--- config.mk ---
export PLATFORM = sky130hd
export DESIGN_NAME = vaddr_offset_scheduler
export DESIGN_NICKNAME = d
export VERILOG_FILES = /design/src/rtl/vaddr_offset_scheduler.sv
export SDC_FILE = /design/constraint.sdc
export NUM_CORES = 1
export LEC_CHECK = 0
export CORE_MARGIN = 2
export CORE_UTILIZATION = 38
export CTS_CLUSTER_DIAMETER = 30
export DETAILED_ROUTE_END_ITERATION = 10
export HOLD_SLACK_MARGIN = 0.15
export PLACE_DENSITY = 0.62
export SLEW_MARGIN = 25
export SYNTH_ARGS = -nofsm -noshare
export SYNTH_HDL_FRONTEND = slang
export SYNTH_SLANG_ARGS = --single-unit
--- constraint.sdc ---
create_clock -name clk -period 5.3 [get_ports clk]
set_clock_uncertainty 0.2 [all_clocks]
set_input_delay 0.795 -clock clk [delete_from_list [all_inputs] [get_ports clk]]
set_output_delay 0.795 -clock clk [all_outputs]
set_load 0.02 [all_outputs]
--- src/rtl/vaddr_offset_scheduler.sv ---
// Collects distinct NDP offsets for one batch into a small table, then issues them
// one at a time to the NDP engine, waiting for each completion before the next.
module vaddr_offset_scheduler #(
    parameter int ADDR_W = 64,
    parameter int DEPTH  = 4,
    parameter int IDX_W  = $clog2(DEPTH)
) (
    input  logic              clk,
    input  logic              aresetn,
    input  logic              offset_valid,
    input  logic [ADDR_W-1:0] offset,
    input  logic              commit,
    input  logic              abort,
    output logic              ndp_req_valid,
    input  logic              ndp_req_ready,
    output logic [ADDR_W-1:0] ndp_req_offset,
    output logic [IDX_W-1:0]  ndp_req_idx,
    input  logic              ndp_done,
    output logic              batch_done,
    output logic              busy,
    output logic [IDX_W:0]    entry_count,
    output logic              overflow
);

    typedef enum logic [1:0] {
        IDLE,
        DISPATCH,
        WAIT,
        FINISH
    } state_t;

    localparam logic [IDX_W:0] FULL_COUNT = (IDX_W+1)'(DEPTH);

    state_t              state;
    state_t              state_next;
    logic [ADDR_W-1:0]   table_data [DEPTH];
    logic [DEPTH-1:0]    table_valid;
    logic [IDX_W:0]      count;
    logic [IDX_W-1:0]    ptr;
    logic                overflow_q;

    logic                hit;
    logic                full;
    logic                capture;
    logic                drop_full;
    logic [IDX_W:0]      count_after;
    logic                last_entry;

    // Duplicate detection over the full offset width against every live entry.
    always_comb begin
        hit = 1'b0;
        for (int i = 0; i < DEPTH; i++) begin
            if (table_valid[i] && (table_data[i] == offset)) begin
                hit = 1'b1;
            end
        end
    end

    assign full        = (count == FULL_COUNT);
    assign capture     = (state == IDLE) && offset_valid && !full && !hit;
    assign drop_full   = (state == IDLE) && offset_valid && full;
    assign count_after = count + (IDX_W+1)'(capture);
    assign last_entry  = ({1'b0, ptr} == (count - (IDX_W+1)'(1)));

    always_ff @(posedge clk or negedge aresetn) begin
        if (!aresetn) begin
            state <= IDLE;
        end else begin
            state <= state_next;
        end
    end

    always_comb begin
        state_next = state;
        case (state)
            IDLE: begin
                if (commit) begin
                    state_next = (count_after != '0) ? DISPATCH : FINISH;
                end
            end
            DISPATCH: begin
                if (ndp_req_ready) begin
                    state_next = WAIT;
                end
            end
            WAIT: begin
                if (ndp_done) begin
                    state_next = last_entry ? FINISH : DISPATCH;
                end
            end
            FINISH: begin
                state_next = IDLE;
            end
            default: begin
                state_next = IDLE;
            end
        endcase
        if (abort) begin
            state_next = IDLE;
        end
    end

    // Offset storage carries no reset; only the valid bits qualify its contents.
    always_ff @(posedge clk) begin
        if (capture && !abort) begin
            table_data[count[IDX_W-1:0]] <= offset;
        end
    end

    always_ff @(posedge clk or negedge aresetn) begin
        if (!aresetn) begin
            table_valid <= '0;
            count       <= '0;
            ptr         <= '0;
            overflow_q  <= 1'b0;
        end else if (abort) begin
            table_valid <= '0;
            count       <= '0;
            ptr         <= '0;
            overflow_q  <= 1'b0;
        end else begin
            case (state)
                IDLE: begin
                    if (capture) begin
                        table_valid[count[IDX_W-1:0]] <= 1'b1;
                        count                         <= count_after;
                    end
                    if (drop_full) begin
                        overflow_q <= 1'b1;
                    end
                    if (commit) begin
                        ptr <= '0;
                    end
                end
                WAIT: begin
                    if (ndp_done && !last_entry) begin
                        ptr <= ptr + IDX_W'(1);
                    end
                end
                FINISH: begin
                    table_valid <= '0;
                    count       <= '0;
                    ptr         <= '0;
                end
                default: begin
                end
            endcase
        end
    end

    // Request outputs are decoded from state so they idle at zero outside DISPATCH.
    assign ndp_req_valid  = (state == DISPATCH);
    assign ndp_req_offset = (state == DISPATCH) ? table_data[ptr] : '0;
    assign ndp_req_idx    = (state == DISPATCH) ? ptr : '0;
    assign batch_done     = (state == FINISH);
    assign busy           = (state != IDLE);
    assign entry_count    = count;
    assign overflow       = overflow_q;

endmodule

=== Word level (Yosys, flattened, before mapping) ===
Memories as Yosys holds them, arrays and structs flattened.
Index checks and enable logic that the tools add are counted.

* Memory bits (read-only): 0
* Latch bits: 0
* Bits of input ports: 71
* RAM bits: 256
* Flip-flop bits (word level): 12
* Memories kept: 1

* $add $sub $neg: 3
* Eq/ne operators: 14
* Div/mod/pow operators: 0
* Bitwise operators: 1
* Shifts and indexed selects: 0
* Order comparisons: 2
* Reductions and logical operators: 26
* Mux-type cells: 30
* $mul: 0

{| class="wikitable"
|+ Memory list
! name !! words !! width !! rd ports !! clocked after Yosys merged registers in !! write ports !! RTL line !! source
|-
| table_data || 4 || 64 || 5 || 0 || 1 || 36 || <nowiki>logic [ADDR_W-1:0] table_data [DEPTH];</nowiki>
|}

{| class="wikitable"
|+ Operator list
! operator !! count
|-
| == test 64 bit || 4
|-
| two-way mux 64 bit || 1
|-
| two-way mux 2 bit || 10
|-
| inequality test 3 bit, second input constant || 4
|-
| logical AND 1 bit || 11
|-
| two-way mux 1 bit || 10
|-
| two-way mux 4 bit || 2
|-
| one-hot mux 2 bit (4 select lines) || 1
|-
| one-hot mux 4 bit (2 select lines) || 1
|-
| two-way mux 3 bit || 2
|-
| one-hot mux 2 bit (3 select lines) || 1
|-
| one-hot mux 3 bit (2 select lines) || 1
|-
| AND reduction 3 bit || 2
|-
| nonzero test 2 bit || 3
|-
| nonzero test 3 bit || 2
|-
| == test 2 bit, second input constant || 2
|-
| zero test 1 bit || 4
|-
| OR 4 bit || 1
|-
| AND reduction 2 bit || 2
|-
| nonzero test 4 bit || 1
|-
| adder 3 x 1 -> 3 bit || 1
|-
| == test 2 x 3 -> 1 bit || 1
|-
| == test 3 bit, second input constant || 1
|-
| less-than comparator 2 x 3 -> 1 bit, second input constant || 1
|-
| 7 further kinds || 7
|}

=== Logic depth before layout (Yosys ltp) ===
Gate-level depths: netlist (run 1).

* Depth after elaboration: 14
* Gate-level depth with buffers: 14
* Gate-level depth less buffers: 13

=== Worst setup path before layout (run 1) ===
No wires, ideal clock.

* Path kind: input to register
* Start point: input port offset[29]
* End point: memory table_data[2][0], enable pin
* Library setup time: 0.429 ns
* Arrival: 3.476 ns
* Stages on the path: 8
* Slack: 1.195 ns
* Buffers on the path: 1
* Cell sequence: clkbuf_1 xnor2_1 nand4_1 nor4_1 nand3_1 o2111ai_2 nor4_4 and2_1

* Cells in the longest elaborated chain, start to end: 11

{| class="wikitable"
|+ RTL lines
! item !! RTL line !! source
|-
| start: declaration || 11 || <nowiki>input logic [ADDR_W-1:0] offset,</nowiki>
|-
| == test 64 bit || 53 || <nowiki>if (table_valid[i] && (table_data[i] == offset)) begin</nowiki>
|-
| logical AND 1 bit || 53 ||
|-
| two-way mux 1 bit (3 in a row) || 53 ||
|-
| two-way mux 1 bit * || 53 ||
|-
| zero test 1 bit * || 60 || <nowiki>assign capture = (state == IDLE) && offset_valid && !full && !hit;</nowiki>
|-
| logical AND 1 bit * || 60 ||
|-
| logical AND 1 bit * || 105 || <nowiki>if (capture && !abort) begin</nowiki>
|-
| two-way mux 1 bit * || 105 ||
|-
| two-way mux 1 bit (implied by the code) * || 106 || <nowiki>table_data[count[IDX_W-1:0]] <= offset;</nowiki>
|-
| end: declaration || 36 ||
|}

Mark *: on every way between the ends. The rest lies on a longest branch, timed or not.

=== Worst setup path after layout (run 1) ===
* Start point: input port offset[28]
* End point: register state[1]

* Cells in the longest elaborated chain, start to end: 14

{| class="wikitable"
|+ RTL lines
! item !! RTL line !! source
|-
| == test 64 bit || 53 ||
|-
| logical AND 1 bit || 53 ||
|-
| two-way mux 1 bit (3 in a row) || 53 ||
|-
| two-way mux 1 bit * || 53 ||
|-
| zero test 1 bit * || 60 ||
|-
| logical AND 1 bit * || 60 ||
|-
| adder 3 x 1 -> 3 bit * || 62 || <nowiki>assign count_after = count + (IDX_W+1)'(capture);</nowiki>
|-
| nonzero test 3 bit * || 78 || <nowiki>state_next = (count_after != '0) ? DISPATCH : FINISH;</nowiki>
|-
| two-way mux 2 bit * || 78 ||
|-
| two-way mux 2 bit * || 77 || <nowiki>if (commit) begin</nowiki>
|-
| one-hot mux 2 bit (4 select lines) * || 75 || <nowiki>case (state)</nowiki>
|-
| two-way mux 2 bit * || 98 || <nowiki>if (abort) begin</nowiki>
|-
| end signal: assignment || 69 || <nowiki>state <= state_next;</nowiki>
|-
| end: declaration || 34 || <nowiki>state_t state;</nowiki>
|}

Mark *: on every way between the ends. The rest lies on a longest branch, timed or not. The select of a mux whose other input is x is not followed.
A chain may end at the register's enable or synchronous reset.

==> run_results.csv, run 1 <==
group,metric,value,unit
cells_and_area,area_growth,29.6,%
clocking,postCtsSetupBuffers,0,
global_route,grt_pass1_vias,8429,
clocking,cts-root-buf,"clkbuf_16",
sta,whs,307,ps
cells_and_area,fin_nets,1137,
cells_and_area,layout-drive-gt1-share,18.2,%
power_and_ir_drop,ir_worst_vdd,241,uV
worst_setup_path,crit_required,5580,ps
global_route,grt_start_max_net_pins,51,
route,vias_per_cell,5.45,
yosys,ys_warn_count,0,
cells_and_area,final_util,50.3,%
yosys,syn-cell-area,13500,um^2
yosys,synth_most_common_cell,"edfxtp_1",
floorplan,die-area,37000,um^2
worst_setup_path,crit_end,"state[1]",
route,dr.pass1.iters,5,
worst_setup_path,cp.arrival,4590,ps
cells_and_area,diodes,0,
yosys,synth_adder_area_share,0.650,%
sta,slew_violations,0,
power_and_ir_drop,p_leak,5.64,nW
floorplan,start_util,38.8,%
yosys,synth_edf_count,256,
worst_setup_path,r2r_cells,11,
power_and_ir_drop,net-switching-power,0.00167,W
worst_setup_path,critPathLaunchType,"primary input",
floorplan,die_h,192,um
global_route,grt_first_pass_wirelength,58.2,mm
placed_design,place.gp.congestion,0.886,
route,drcViolationCount,0,
power_and_ir_drop,sequentialPowerShare,35.2,%
global_route,track_usage,22.2,%
floorplan,io_pins,144,
yosys,seq_area_frac_synth,59.3,%
global_route,gr-total-overflow,0,
yosys,synthTopCellsByArea,"edfxtp_1, xnor2_1, mux4_2",
route,wire_per_inst,26.0,um
yosys,ys_ff_latch,268,
yosys,synth_cells,893,
clocking,tritoncts.num_buffers,59,
yosys,ys_async_sr_fraction,4.48,%
placed_design,place_hpwl,29.2,mm
worst_setup_path,criticalPathCategory,"in2reg",
clocking,clk_pin_slew,40,ps
yosys,ys.flop_type,"edfxtp_1",
yosys,netlist.area_leader.share,57.0,%
yosys,synth-simple-area-share,8.87,%
power_and_ir_drop,power.density,398,nW/um^2
status,status,"finished clean",
hold_path,hold_class,"reg2reg",
power_and_ir_drop,pwr-share-clk,53.8,%
clocking,worstSkewPairLatency,570,ps
worst_setup_path,r2r_start,"table_data[2][28]",
sta,period_needed,4320,ps
floorplan,rows,68,
sta,final.period_utilization,81.4,%
route,postRouteAntennaNets,0,
clocking,ctsHtreeMaxLevel,2,
sta,clock.fmax,0.232,GHz
yosys,ys_top_cells_by_count,"edfxtp_1, xnor2_1, and2_1, mux4_2, xor2_1",
job,cap_violations,0,
placed_design,portBuffers,143,
sta,setup_tns,0,ps
clocking,cts_resized,0,
worst_setup_path,worstSetupStartpoint,"offset[28]",
worst_setup_path,rrSetupSlack,1450,ps
route,drtIter0Drc,856,
worst_setup_path,r2r_end,"state[1]",
route,vias,8512,
power_and_ir_drop,internal_power,0.00529,W
power_and_ir_drop,sw_frac_of_total,24.0,%
sta,rsz0062_at_grt,"no",
sta,tightest_slew,991,ps
worst_setup_path,worstPathMaxFanout,8,
floorplan,die_w,192,um
yosys,synth.largest_area_cell,"edfxtp_1",
clocking,cts_buffer_depth,3,
sta,relSlewSlack,33.3,%
sta,hold_violations,0,
sta,setup_viol_count_final,0,
yosys,syn_area_per_cell,15.1,um^2
yosys,syn-num-nets,971,
clocking,cts_hold_buffers,0,
floorplan,fp.coreArea,34700,um^2
clocking,cts_sinks,268,
yosys,synth_cell_types,52,
yosys,synth-compound-area-share,3.06,%
power_and_ir_drop,p_comb_share,11.1,%
yosys,synth_xor_area_share,14.6,%
worst_setup_path,end_kind,"flop",
power_and_ir_drop,total_power,0.00696,W
global_route,antenna_found_initial,0,
clocking,cts_tree,"yes",
yosys,synth_top_family_by_area,"XOR/XNOR gates",
yosys,synth.area.mux_share,11.0,%
route,drt_wl_total,40.6,mm
==> final cells by class <==
class / instances / area [um^2]
Timing Repair Buffer: 160 / 1580
Multi-Input combinational cell: 539 / 5150
Clock buffer: 65 / 1540
Fill cell: 2958 / 17200
Sequential cell: 268 / 7990
Clock inverter: 44 / 515
Tap cell: 455 / 569
Inverter: 31 / 116
==> worst min-delay path by stage <==
stage	slack (ps)	to	start	cells past startpoint
2_1_floorplan	260	table_valid[0]	table_valid[0]	1
3_3_place_gp	290	overflow	overflow	2
3_5_place_dp	300	overflow	overflow	2
4_1_cts	310	overflow	overflow	2
5_1_grt	330	overflow	overflow	2
6_report	310	overflow	overflow	2
==> logic make-up (layout without fill, tap and decap cells) <==
group           count (synthesis)  in the layout
compound gates                 49             49
flops                         268            268
xor+xnor                      224            224
fa+ha+maj                       7              7
buf+inv                        86            300
mux                            68             68
simple gates                  191            191
==> critical path: stages <==
cell and delay (ps):
clkdlybuf4s50_1 580, xnor2_1 480, nand4_1 320, nor4_1 740, and4_1 460, nor3_2 110, ha_1 210, ha_1 290
nor4_1 280, a21oi_1 60, o21a_1 170, nor2_1 70
==> flip-flops by register name (all words and copies together), names as in the netlist <==
name	flops
entry_count	3
overflow	1
ptr	2
state	2
table_data	256
table_valid	4
==> metal layers <==
layer  global-route usage [%]  routed length [um]  vias to the layer above
li1                         -                   -                     3726
met1                     31.9               17800                     4350
met2                     34.7               19100                      377
met3                     4.15                2890                       59
met4                     5.58                 813                        0
met5                        0                   0                        -
==> layout by cell type (no fill, tap or decap), types with 25 or more instances in the layout <==
| cell | n |
|---|---|
| and2_1 | 67 |
| clkbuf_16 | 61 |
| clkdlybuf4s50_1 | 143 |
| edfxtp_1 | 256 |
| inv_1 | 30 |
| mux4_2 | 64 |
| nand4_1 | 45 |
| nor4_1 | 25 |
| xnor2_1 | 177 |
| xor2_1 | 47 |
==> through the flow <==
stage               cells  area, um^2  worst slack, ps
CTS                  1562       17500             1050
floorplan             893       13500             1200
detailed placement   1453       15400              562
finish               1562       17500              983
global placement     1453       15400              544
global route         1562       17500              823
==> power groups by stage <==
stage	logic (W)	registers (W)	clock network, W
2_1_floorplan	0.000436	0.00246	0
3_3_place_gp	0.000776	0.00248	0
3_5_place_dp	0.000775	0.00249	0
4_1_cts	0.000780	0.00245	0.00378
5_1_grt	0.000820	0.00245	0.00389
6_report	0.000770	0.00245	0.00374
(Power assumes the default switching activity.)
==> inputs of run 2 (changes only) <==
Clock period 5.3 ns to 4.1 ns, I/O delays scaled along.
==> run 2 against run 1 <==
  * Register-to-register slack lost 770 ps
  * Combinational power grew 42%
  * Core utilization grew 2.1 points
  * Non-clock buffer count grew 81
  * Largest power group unchanged
==> run_results.csv, run 2 (synthesis results as in run 1) <==
group,metric,value,unit
sta,final.period_utilization,91.7,%
route,vias_per_cell,5.39,
hold_path,hold_class,"in2async",
cells_and_area,stdcell_count,1641,
global_route,antenna_found_initial,1,
worst_setup_path,cp.arrival,4040,ps
sta,clock.fmax,0.266,GHz
power_and_ir_drop,total_power,0.00903,W
global_route,grt_pass1_vias,8995,
power_and_ir_drop,power.density,496,nW/um^2
cells_and_area,final_cell_mix,"edfxtp_1, xnor2_1, clkdlybuf4s50_1",
route,drt_wl_total,41.4,mm
worst_setup_path,slowest_stage,"clkdlybuf4s50_1",
sta,period_needed,3760,ps
worst_setup_path,worstPathMaxFanout,8,
cells_and_area,diodes,0,
sta,tightest_slew,756,ps
cells_and_area,design_area,18200,um^2
sta,whs,227,ps
floorplan,fp.coreArea,34700,um^2
placed_design,place_area,16200,um^2
cells_and_area,final_util,52.4,%
status,status,"finished clean",
sta,setup_viol_count_final,0,
power_and_ir_drop,p_leak,6.05,nW
floorplan,die-area,37000,um^2
clocking,ctsHtreeMaxLevel,2,
route,dr.pass1.iters,5,
placed_design,placedCellCount,1534,
cells_and_area,fin_nets,1217,
worst_setup_path,critPathLaunchType,"primary input",
clocking,clk_pin_slew,40,ps
clocking,postCtsSetupBuffers,0,
clocking,cts_resized,0,
worst_setup_path,crit_chain,"clkdlybuf4s50_1 -> xnor2_1 -> nand4_1 -> nor4_1 -> nand3_1 -> o2111ai_2 -> nor3_2 -> ha_1 -> ha_1 -> nor4_1 -> a21oi_1 -> o21a_1 -> nor2_1",
route,drtIter0Drc,739,
floorplan,start_util,38.8,%
clocking,worstSkewPairLatency,570,ps
placed_design,place_hpwl,30.5,mm
clocking,cts_tree,"yes",
worst_setup_path,criticalPathCategory,"in2reg",
job,cap_violations,0,
cells_and_area,layout_commonest_cell,"edfxtp_1",
global_route,gr-total-overflow,0,
placed_design,portBuffers,143,
floorplan,io_pins,144,
placed_design,place.gp.congestion,0.894,
worst_setup_path,crit_required,4380,ps
clocking,cts-root-buf,"clkbuf_16",
cells_and_area,largest_reg_flops,256,
sta,slew_violations,0,
clocking,tritoncts.num_buffers,58,
clocking,cts_hold_buffers,0,
power_and_ir_drop,ir_worst_vdd,369,uV
route,wire_per_inst,25.2,um
worst_setup_path,r2r_cells,12,
worst_setup_path,slowest_delay,610,ps
cells_and_area,area_growth,35.0,%
worst_setup_path,r2r_start,"table_data[1][18]",
route,vias,8850,
route,postRouteAntennaNets,0,
sta,rsz0062_at_grt,"no",
global_route,grt_start_max_net_pins,36,
worst_setup_path,worstSetupStartpoint,"offset[18]",
sta,hold_violations,0,
sta,relSlewSlack,49.5,%
global_route,grt_first_pass_wirelength,60.1,mm
floorplan,rows,68,
clocking,cts_buffer_depth,3,
clocking,cts_sinks,268,
cells_and_area,layout-drive-gt1-share,23.2,%
floorplan,die_w,192,um
route,drcViolationCount,0,
global_route,track_usage,22.7,%
worst_setup_path,end_kind,"flop",
floorplan,die_h,192,um
## run 2: cell types whose count changed in the layout (fill, tap and decap cells not counted)
cell / before / now
buf_12: 2 / 14
buf_4: 15 / 84
bufinv_16: 9 / 11
clkbuf_16: 61 / 59
clkinv_1: 5 / 10
clkinvlp_4: 6 / 5
inv_6: 8 / 4
inv_8: 2 / 0
## run 2: final cells by class
type / count / area [um^2]
Clock buffer: 63 / 1490
Clock inverter: 44 / 529
Fill cell: 2941 / 16500
Inverter: 31 / 116
Multi-Input combinational cell: 539 / 5150
Sequential cell: 268 / 7990
Tap cell: 455 / 569
Timing Repair Buffer: 241 / 2340
## run 2: path summary, 6_finish.rpt
check	endpoint	slack, ps
setup / recovery	state[1]	340
hold reg to reg	overflow	310
min in group clk	overflow	310
hold / removal	table_valid[1]	230
max in group asynchronous	ptr[0]	3050
setup reg to reg	state[1]	680
## run 2: metal layers
metal | wire length, um | global-route usage (%)
met1 | 17300 | 31.1
met3 | 3100 | 4.33
met4 | 1680 | 9.60
met5 | 12 | 0
met2 | 19300 | 35.6
## run 2: worst max-delay path: cells and delay by family
family / cells / cell delay (ps)
AO/OA/AOI/OAI: 3 / 510
XOR/XNOR: 1 / 450
adder cells (fa/ha/maj): 2 / 490
buffers and inverters: 1 / 610
AND/OR/NAND/NOR: 6 / 1340
## run 2: power breakdown
group / internal, W / switching, W / total (W)
Combinational: 0.000527 / 0.000559 / 0.00109
Clock: 0.00329 / 0.00149 / 0.00478
Sequential: 0.00309 / 0.0000674 / 0.00316
Total: 0.00692 / 0.00211 / 0.00903
## run 2: through the flow
step,setup slack [ps],setup TNS [ps]
6_report,338,0
5_1_grt,198,0
4_1_cts,285,0
3_5_place_dp,-209,-236
3_3_place_gp,-250,-266
2_1_floorplan,175,0
==> inputs of run 3 (changes only) <==
Settings changed: CAP_MARGIN from default to 20, SLEW_MARGIN 25 to default.
==> results of run 3 <==
The final DEF is identical to that of run 2; final timing and power are the same.
